<file path="src/rtl/div_iter_core_pkg.sv">
// Shared types and constants for the iterative divider.
// Op encodings follow the M-extension funct3 low bits.
package div_iter_core_pkg;

    localparam int XLEN = 32;
    localparam int DIVW = 63;

    typedef enum logic [1:0] {
        DIV  = 2'b00,
        DIVU = 2'b01,
        REM  = 2'b10,
        REMU = 2'b11
    } op_e;

    typedef enum logic [1:0] {
        IDLE = 2'b00,
        RUN  = 2'b01,
        DONE = 2'b10
    } state_e;

endpackage

</file>
<file path="src/rtl/div_operand_prep.sv">
// Operand conditioning for the divider: magnitudes,
// aligned divisor and the sign to apply to the result.
module div_operand_prep
    import div_iter_core_pkg::*;
(
    input  logic [1:0]      op,
    input  logic [XLEN-1:0] rs1,
    input  logic [XLEN-1:0] rs2,
    output logic [XLEN-1:0] dividend,
    output logic [DIVW-1:0] divisor,
    output logic            outsign
);

    logic            sgn;
    logic [XLEN-1:0] b_abs;

    // Take magnitudes of signed operands and align the divisor
    always_comb begin
        sgn      = ~op[0];
        dividend = (sgn & rs1[31]) ? -rs1 : rs1;
        b_abs    = (sgn & rs2[31]) ? -rs2 : rs2;
        divisor  = {b_abs, 31'b0};
    end

    // Result sign: quotient follows operand signs, remainder follows dividend
    always_comb begin
        outsign = 1'b0;
        case (op)
            DIV:     outsign = (rs1[31] != rs2[31]) & (rs2 != '0);
            REM:     outsign = rs1[31];
            default: outsign = 1'b0;
        endcase
    end

endmodule

</file>
<file path="src/rtl/div_iter_core.sv">
// Iterative restoring divider: one quotient bit per clock,
// 33 edges from accepted start to the result strobe.
module div_iter_core
    import div_iter_core_pkg::*;
(
    input  logic            clk,
    input  logic            reset,
    input  logic            start,
    input  logic [1:0]      op,
    input  logic [XLEN-1:0] rs1,
    input  logic [XLEN-1:0] rs2,
    output logic            busy,
    output logic            rd_valid,
    output logic [XLEN-1:0] rd
);

    state_e          state_q,    state_d;
    logic [XLEN-1:0] dividend_q, dividend_d;
    logic [DIVW-1:0] divisor_q,  divisor_d;
    logic [XLEN-1:0] quotient_q, quotient_d;
    logic [XLEN-1:0] msk_q,      msk_d;
    logic [5:0]      cnt_q,      cnt_d;
    logic            outsign_q,  outsign_d;
    logic            is_rem_q,   is_rem_d;
    logic [XLEN-1:0] rd_q,       rd_d;
    logic            rd_valid_q, rd_valid_d;

    logic [XLEN-1:0] prep_dividend;
    logic [DIVW-1:0] prep_divisor;
    logic            prep_outsign;

    div_operand_prep u_prep (
        .op       (op),
        .rs1      (rs1),
        .rs2      (rs2),
        .dividend (prep_dividend),
        .divisor  (prep_divisor),
        .outsign  (prep_outsign)
    );

    // Next-state: load in IDLE, one restoring step per RUN cycle, publish in DONE
    always_comb begin
        state_d    = state_q;
        dividend_d = dividend_q;
        divisor_d  = divisor_q;
        quotient_d = quotient_q;
        msk_d      = msk_q;
        cnt_d      = cnt_q;
        outsign_d  = outsign_q;
        is_rem_d   = is_rem_q;
        rd_d       = rd_q;
        rd_valid_d = 1'b0;
        unique case (state_q)
            IDLE: begin
                if (start) begin
                    dividend_d = prep_dividend;
                    divisor_d  = prep_divisor;
                    quotient_d = '0;
                    msk_d      = 32'h8000_0000;
                    cnt_d      = '0;
                    outsign_d  = prep_outsign;
                    is_rem_d   = op[1];
                    state_d    = RUN;
                end
            end
            RUN: begin
                if (divisor_q <= {31'b0, dividend_q}) begin
                    dividend_d = dividend_q - divisor_q[XLEN-1:0];
                    quotient_d = quotient_q | msk_q;
                end
                divisor_d = divisor_q >> 1;
                msk_d     = msk_q >> 1;
                cnt_d     = cnt_q + 6'd1;
                if (cnt_q == 6'd31) begin
                    state_d = DONE;
                end
            end
            DONE: begin
                if (is_rem_q) begin
                    rd_d = outsign_q ? -dividend_q : dividend_q;
                end else begin
                    rd_d = outsign_q ? -quotient_q : quotient_q;
                end
                rd_valid_d = 1'b1;
                state_d    = IDLE;
            end
            default: state_d = IDLE;
        endcase
    end

    // State and datapath registers, cleared by asynchronous reset
    always_ff @(posedge clk or posedge reset) begin
        if (reset) begin
            state_q    <= IDLE;
            dividend_q <= '0;
            divisor_q  <= '0;
            quotient_q <= '0;
            msk_q      <= '0;
            cnt_q      <= '0;
            outsign_q  <= 1'b0;
            is_rem_q   <= 1'b0;
            rd_q       <= '0;
            rd_valid_q <= 1'b0;
        end else begin
            state_q    <= state_d;
            dividend_q <= dividend_d;
            divisor_q  <= divisor_d;
            quotient_q <= quotient_d;
            msk_q      <= msk_d;
            cnt_q      <= cnt_d;
            outsign_q  <= outsign_d;
            is_rem_q   <= is_rem_d;
            rd_q       <= rd_d;
            rd_valid_q <= rd_valid_d;
        end
    end

    // Outputs
    always_comb begin
        busy     = (state_q != IDLE);
        rd_valid = rd_valid_q;
        rd       = rd_q;
    end

endmodule

</file>
<file path="config.mk">
export PLATFORM = sky130hd
export DESIGN_NAME = div_iter_core
export DESIGN_NICKNAME = d
export VERILOG_FILES = /design/src/rtl/div_iter_core_pkg.sv /design/src/rtl/div_operand_prep.sv /design/src/rtl/div_iter_core.sv
export SDC_FILE = /design/constraint.sdc
export NUM_CORES = 1
export LEC_CHECK = 0
export ABC_AREA = 0
export CAP_MARGIN = 25
export CORE_ASPECT_RATIO = 0.6
export CORE_MARGIN = 3
export CORE_UTILIZATION = 64
export CTS_BUF_LIST = sky130_fd_sc_hd__clkbuf_16
export DETAILED_ROUTE_END_ITERATION = 16
export PLACE_DENSITY = 0.92
export SLEW_MARGIN = 20
export SYNTH_ARGS = -nofsm -noshare
export SYNTH_HDL_FRONTEND = slang
export SYNTH_SLANG_ARGS = --single-unit
</file>
<file path="constraint.sdc">
create_clock -name clk -period 19 [get_ports clk]
set_input_delay 3.8 -clock clk [delete_from_list [all_inputs] [get_ports clk]]
set_output_delay 3.8 -clock clk [all_outputs]
set_load 0.01 [all_outputs]
</file>
# [After elaboration in Yosys (flattened, before gate mapping)]
# Index checks and enable logic that the tools add are counted.
[totals] romBits=0 ff_bits=202 n_memories=0 latchBits=0 mem_bits_rw=0 out_inout_bits=34
[classes] n_mux=22 bitwise=5 mul=0 add_sub_neg=6 shifts=0 reduce_logical=9 n_eq_ne=8 order_cmp=1 div_mod_pow=0
[ops] operator="32-bit two-way mux" n=10
[ops] operator="32-bit one-hot mux with 2 select lines" n=3
[ops] operator="32-bit negator" n=4
[ops] operator="63-bit one-hot mux with 2 select lines" n=1
[ops] operator="63-bit by 32-bit <= comparator with 1-bit output" n=1
[ops] operator="63-bit two-way mux" n=1
[ops] operator="32-bit OR" n=1
[ops] operator="32-bit nonzero test" n=1
[ops] operator="32-bit subtractor" n=1
[ops] operator="6-bit one-hot mux with 2 select lines" n=1
[ops] operator="6-bit by 1-bit adder with 6-bit output, second input constant" n=1
[ops] operator="6-bit by 5-bit == test with 1-bit output, second input constant" n=1
[ops] operator="6-bit two-way mux" n=1
[ops] operator="2-bit inequality test, second input constant" n=3
[ops] operator="2-bit AND reduction" n=3
[ops] operator="2-bit == test, second input constant" n=2
[ops] operator="2-bit logical NOT" n=2
[ops] operator="2-bit two-way mux" n=2
[ops] operator="2-bit one-hot mux with 2 select lines" n=1
[ops] operator="2-bit nonzero test" n=2
[ops] operator="1-bit bitwise AND" n=3
[ops] operator="3-bit AND reduction" n=1
[ops] operator="2-bit by 1-bit == test with 1-bit output, second input constant" n=1
[ops] operator="1-bit one-hot mux with 2 select lines" n=1
[ops] operator="3 further kinds" n=3

# [Logic depth before layout (Yosys ltp)]
[logic_depth] ltp_word=5 mapped_depth=12 ltp_nobuf=12

# [By module]
# A second synthesis with hierarchy kept.
[hier_totals] cells_unflattened=1641 hier_area_um2=13734.4
[modules_own_cells] module="div_iter_core" seq_area_each_um2=5054.8 cells_per_inst=1391 area_per_inst_um2=12106.6 instances=1
[modules_own_cells] module="div_operand_prep" seq_area_each_um2=0.0 cells_per_inst=250 area_per_inst_um2=1627.8 instances=1

# [Worst setup path before layout]
# No wires, ideal clock.
[synth_timing] kind="input to register" startpoint="input port rs1[11]" endpoint="register dividend_q[28]" n_path_buf=1 arrival_time_ns=5.850 path_slack_ns=13.028 setup_ns=0.123 stages=9 path_cell_list="or4_1 -> or3_1 -> or2_2 -> clkbuf_1 -> nor2_1 -> a21oi_1 -> xnor2_1 -> o21ai_0 -> o221a_2"
[synth_via] elab_chain_cells=4
[synth_lines] item="start, declared" line_no="div_iter_core.sv:10" text="input logic [XLEN-1:0] rs1,"
[synth_lines] item="32-bit negator" line_no="div_operand_prep.sv:20" text="dividend = (sgn & rs1[31]) ? -rs1 : rs1;"
[synth_lines] item="32-bit two-way mux" line_no="div_operand_prep.sv:20"
[synth_lines] item="32-bit two-way mux" line_no="div_iter_core.sv:55" text="if (start) begin"
[synth_lines] item="32-bit one-hot mux with 2 select lines" line_no="div_iter_core.sv:53" text="unique case (state_q)"
[synth_lines] item="end signal, assigned" line_no="div_iter_core.sv:106" text="dividend_q <= dividend_d;"
[synth_lines] item="end, declared" line_no="div_iter_core.sv:18" text="logic [XLEN-1:0] dividend_q, dividend_d;"
# Every way passes these cells. The select of a mux whose other input is x is not followed.
# A chain may end at the register's enable or synchronous reset.

# [Worst setup path after layout]
[layout_timing] startpoint="input port start" endpoint="register dividend_q[18]"
[layout_via] elab_chain_cells=2
[layout_lines] item="start, declared" line_no="div_iter_core.sv:8" text="input logic start,"
[layout_lines] item="2-bit inequality test (no source line)"
[layout_lines] item="3-bit AND reduction (no source line)"
# Every way passes these cells.

==> run_results.csv <==
group,metric,value,unit
logic_synthesis,synth_seq_cells,202,
floorplanning,die_area,22700,sq um
global_route,antenna_found_initial,1,
logic_synthesis,synthTopCellsByCount,"203 x nand2_1, 202 x dfrtp_1, 175 x o21ai_0, 112 x a21oi_1, 109 x nor2_1",
flow_run,max-cap-violations,0,
drt,drtIter0Drc,1464,
timing,finClkSkew,0.00822,ns
logic_synthesis,synth-xor-area-share,8.97,%
clocking,clkSlewWorstSetupHoldPaths,0.07,ns
final_layout,fin_nets,1786,
clocking,clock_sinks,202,
drt,via_count,12600,
timing,hold_viol_final,0,
placed_design,routabilityCongestion,0.994,
critical_path,cp-start-kind,"input pin",
clocking,cts_tree,"yes",
power,p_comb_share,49.0,%
logic_synthesis,netlist_area,13400,sq um
drt,viasPerCell,6.51,
timing,fin_crit,6.74,ns
placed_design,dpl_worst_slack,11.81,ns
timing,setup_violations,0,
critical_path,r2r_start,"dividend_q[8]",
logic_synthesis,postSynth.asyncResetShare,100,%
run_status,status,"finished clean",
hold_path,hold_path.class,"reg2reg",
logic_synthesis,synthSimpleGateAreaFrac,18.7,%
logic_synthesis,synth_top_family_by_area,"compound AO/OA/AOI/OAI gates",
clocking,clk_latency,0.51,ns
clocking,cts_made_buffers,20,
power,p_total,2.22,mW
global_route,overflow,0,
timing,fin_crit_sh,35.5,%
timing,fmax,148,MHz
logic_synthesis,yosys_warnings,0,
critical_path,crit_type,"in2reg",
logic_synthesis,synthTopCellsByArea,"dfrtp_1 38%, o21ai_0 6.6%, ha_1 6.4%",
drt,first_pass_iters,6,
critical_path,crit_path_end,"dividend_q[18]",
logic_synthesis,synth_top_area_share,37.8,%
logic_synthesis,synth_compound_area_share,22.0,%
logic_synthesis,avgSynthCellArea,8.30,sq um
critical_path,reg2reg_setup_slack,14.36,ns
final_layout,diodes,0,
power,pwr-share-seq,30.2,%
placed_design,dp_hpwl,26800,um
critical_path,cp.required,19.40,ns
final_layout,multi_input_area,7650,sq um
global_route,grt_pass1_wl,61600,um
global_route,grt_max_degree,140,
floorplanning,io_pins,103,
logic_synthesis,synth.net_count,1748,
global_route,grt_pass1_vias,11600,
floorplanning,die_y,118,um
final_layout,drive_above_1_share,4.58,%
logic_synthesis,synthFlopType,"dfrtp_1",
floorplanning,die_w,193,um
timing,worst_slack,12.26,ns
clocking,cts_hold_buf,0,
global_route,grtUsageTotal,33.3,%
clocking,htree_levels,1,
logic_synthesis,syn_inst,1610,
critical_path,r2r-end,"dividend_q[18]",
floorplanning,fp-row-count,40,
critical_path,crit_fanout,70,
placed_design,portBuffers,102,
power,leakagePower,6.65,nW
power,ir_worst_vdd,0.103,mV
critical_path,cp.arrival,7.14,ns
final_layout,seqCellArea,5060,sq um
timing,tightestPinTransition,1.02,ns
logic_synthesis,synth.mux.area_fraction,0.777,%
clocking,post_cts_buffers,0,
floorplanning,floorplan.initialDensity,66.0,%
critical_path,worstRegToRegCells,11,
logic_synthesis,seq_area_frac_synth,37.8,%
critical_path,crit_start,"start",
final_layout,n_fill_cell,1455,
power,p_int,1.26,mW
timing,slew_violations,0,
clocking,cts_resized,0,
drt,final_antenna_net_count,0,
timing,rsz0062_at_grt,"false",
drt,wl_per_cell,20.0,um
power,switching_share,43.4,%
drt,wirelength,38600,um
clocking,clockBufferDepth,3,
final_layout,area_growth_syn_to_layout,14.1,%
timing,relSlewSlack,31.6,%
clocking,clock-root-buffer,"clkbuf_16",
floorplanning,core-area,20300,sq um
final_layout,finish.utilization,75.3,%
logic_synthesis,yosysMostFrequentCell,"nand2_1",
logic_synthesis,synthDistinctLibCells,68,
power,p_switching,0.964,mW
power,power.density,146,nW/um^2
timing,setup_tns,0,ns
power,clkPwrFrac,20.8,%
drt,route.detailed.drc,0,
logic_synthesis,synth_fa_ha_area_share,6.51,%
logic_synthesis,synth_edf_count,0,
critical_path,endpoint_kind,"flop",
logic_synthesis,yosysTopAreaCell,"dfrtp_1",
==> registers in the layout, indices dropped and copies added, names as in the netlist <==
register / flops
outsign_q: 1
rd: 32
quotient_q: 32
divisor_q: 63
cnt_q: 6
is_rem_q: 1
msk_q: 32
dividend_q: 32
state_q: 2
rd_valid: 1
==> placed cells by master (no fill, tap or decap), types with 4 or more instances in the layout <==
cell type / instances
a211oi_1: 5
a21o_1: 21
a21oi_1: 111
a22oi_1: 29
a31oi_1: 12
and2_1: 5
and3_1: 10
buf_4: 11
bufinv_16: 6
clkbuf_16: 21
clkdlybuf4s50_1: 102
dfrtp_1: 201
ha_1: 68
inv_1: 87
mux2i_1: 7
nand2_1: 203
nand2b_1: 12
nand3_1: 79
nand4_1: 11
nand4b_1: 4
nor2_1: 107
nor2b_1: 7
nor3_1: 28
nor3b_1: 7
nor4_1: 17
o211ai_1: 21
o21a_1: 7
o21ai_0: 175
o21ai_1: 10
o221ai_1: 7
o31ai_1: 28
o41ai_1: 11
or2_2: 4
or3_1: 16
or4_1: 7
xnor2_1: 94
xor2_1: 43
==> stage by stage <==
stage | std cells | area (sq um) | hold WS (ns)
2_1_floorplan | 1610 | 13400 | 0.444
6_report | 1934 | 15300 | 0.484
3_5_place_dp | 1898 | 14500 | 0.474
3_3_place_gp | 1898 | 14500 | 0.458
4_1_cts | 1933 | 15200 | 0.489
5_1_grt | 1934 | 15300 | 0.517
==> critical path, stage by stage <==
cell and delay (ns):
clkdlybuf4s50_1 0.47, or3b_4 0.49, nand2_1 0.11, a41oi_1 0.05, a311o_1 0.39, a21oi_4 0.63, buf_4 0.77, o21ai_0 0.21
a21oi_1 0.16, nor2_1 0.06
==> cell type report <==
type,count,share of cell area [%]
clock buffers,21,3.44
clock inverters,14,1.51
inverters,85,2.14
multi-input cells,1225,50.1
flip-flops and latches,202,33.1
well taps,273,2.24
repair buffers,114,7.41
==> cells by family (layout without fill, tap and decap cells) <==
family,Yosys count,count (layout)
adder cells (fa/ha/maj),69,69
XOR/XNOR,137,137
AND/OR/NAND/NOR,535,535
buffers and inverters,183,234
AO/OA/AOI/OAI,475,475
multiplexers,9,9
flip-flops,202,202
==> routing by layer <==
metal / part of all wire [%] / GRT usage (%)
met5: 0 / 0
met1: 44 / 51.6
met3: 11 / 6.73
met2: 43 / 48.6
met4: 2.0 / 6.59
==> how the worst min path moves through the flow <==
stage	to	slack, ns	cells after the start	start
2_1_floorplan	cnt_q[5]	0.44	1	cnt_q[5]
3_3_place_gp	is_rem_q	0.46	2	is_rem_q
3_5_place_dp	is_rem_q	0.47	2	is_rem_q
4_1_cts	rd[3]	0.49	2	rd[3]
5_1_grt	rd[15]	0.52	2	rd[15]
6_report	rd[16]	0.48	2	rd[16]
==> power groups by stage <==
| stage | combinational [mW] | clock (mW) | sequential (mW) |
|---|---|---|---|
| floorplan | 0.782 | 0 | 0.630 |
| global placement | 1.02 | 0 | 0.663 |
| detailed placement | 1.05 | 0 | 0.668 |
| CTS | 1.06 | 0.462 | 0.663 |
| global route | 1.19 | 0.481 | 0.681 |
| finish | 1.09 | 0.463 | 0.670 |
Note: power is estimated with default switching activity, not from simulation.
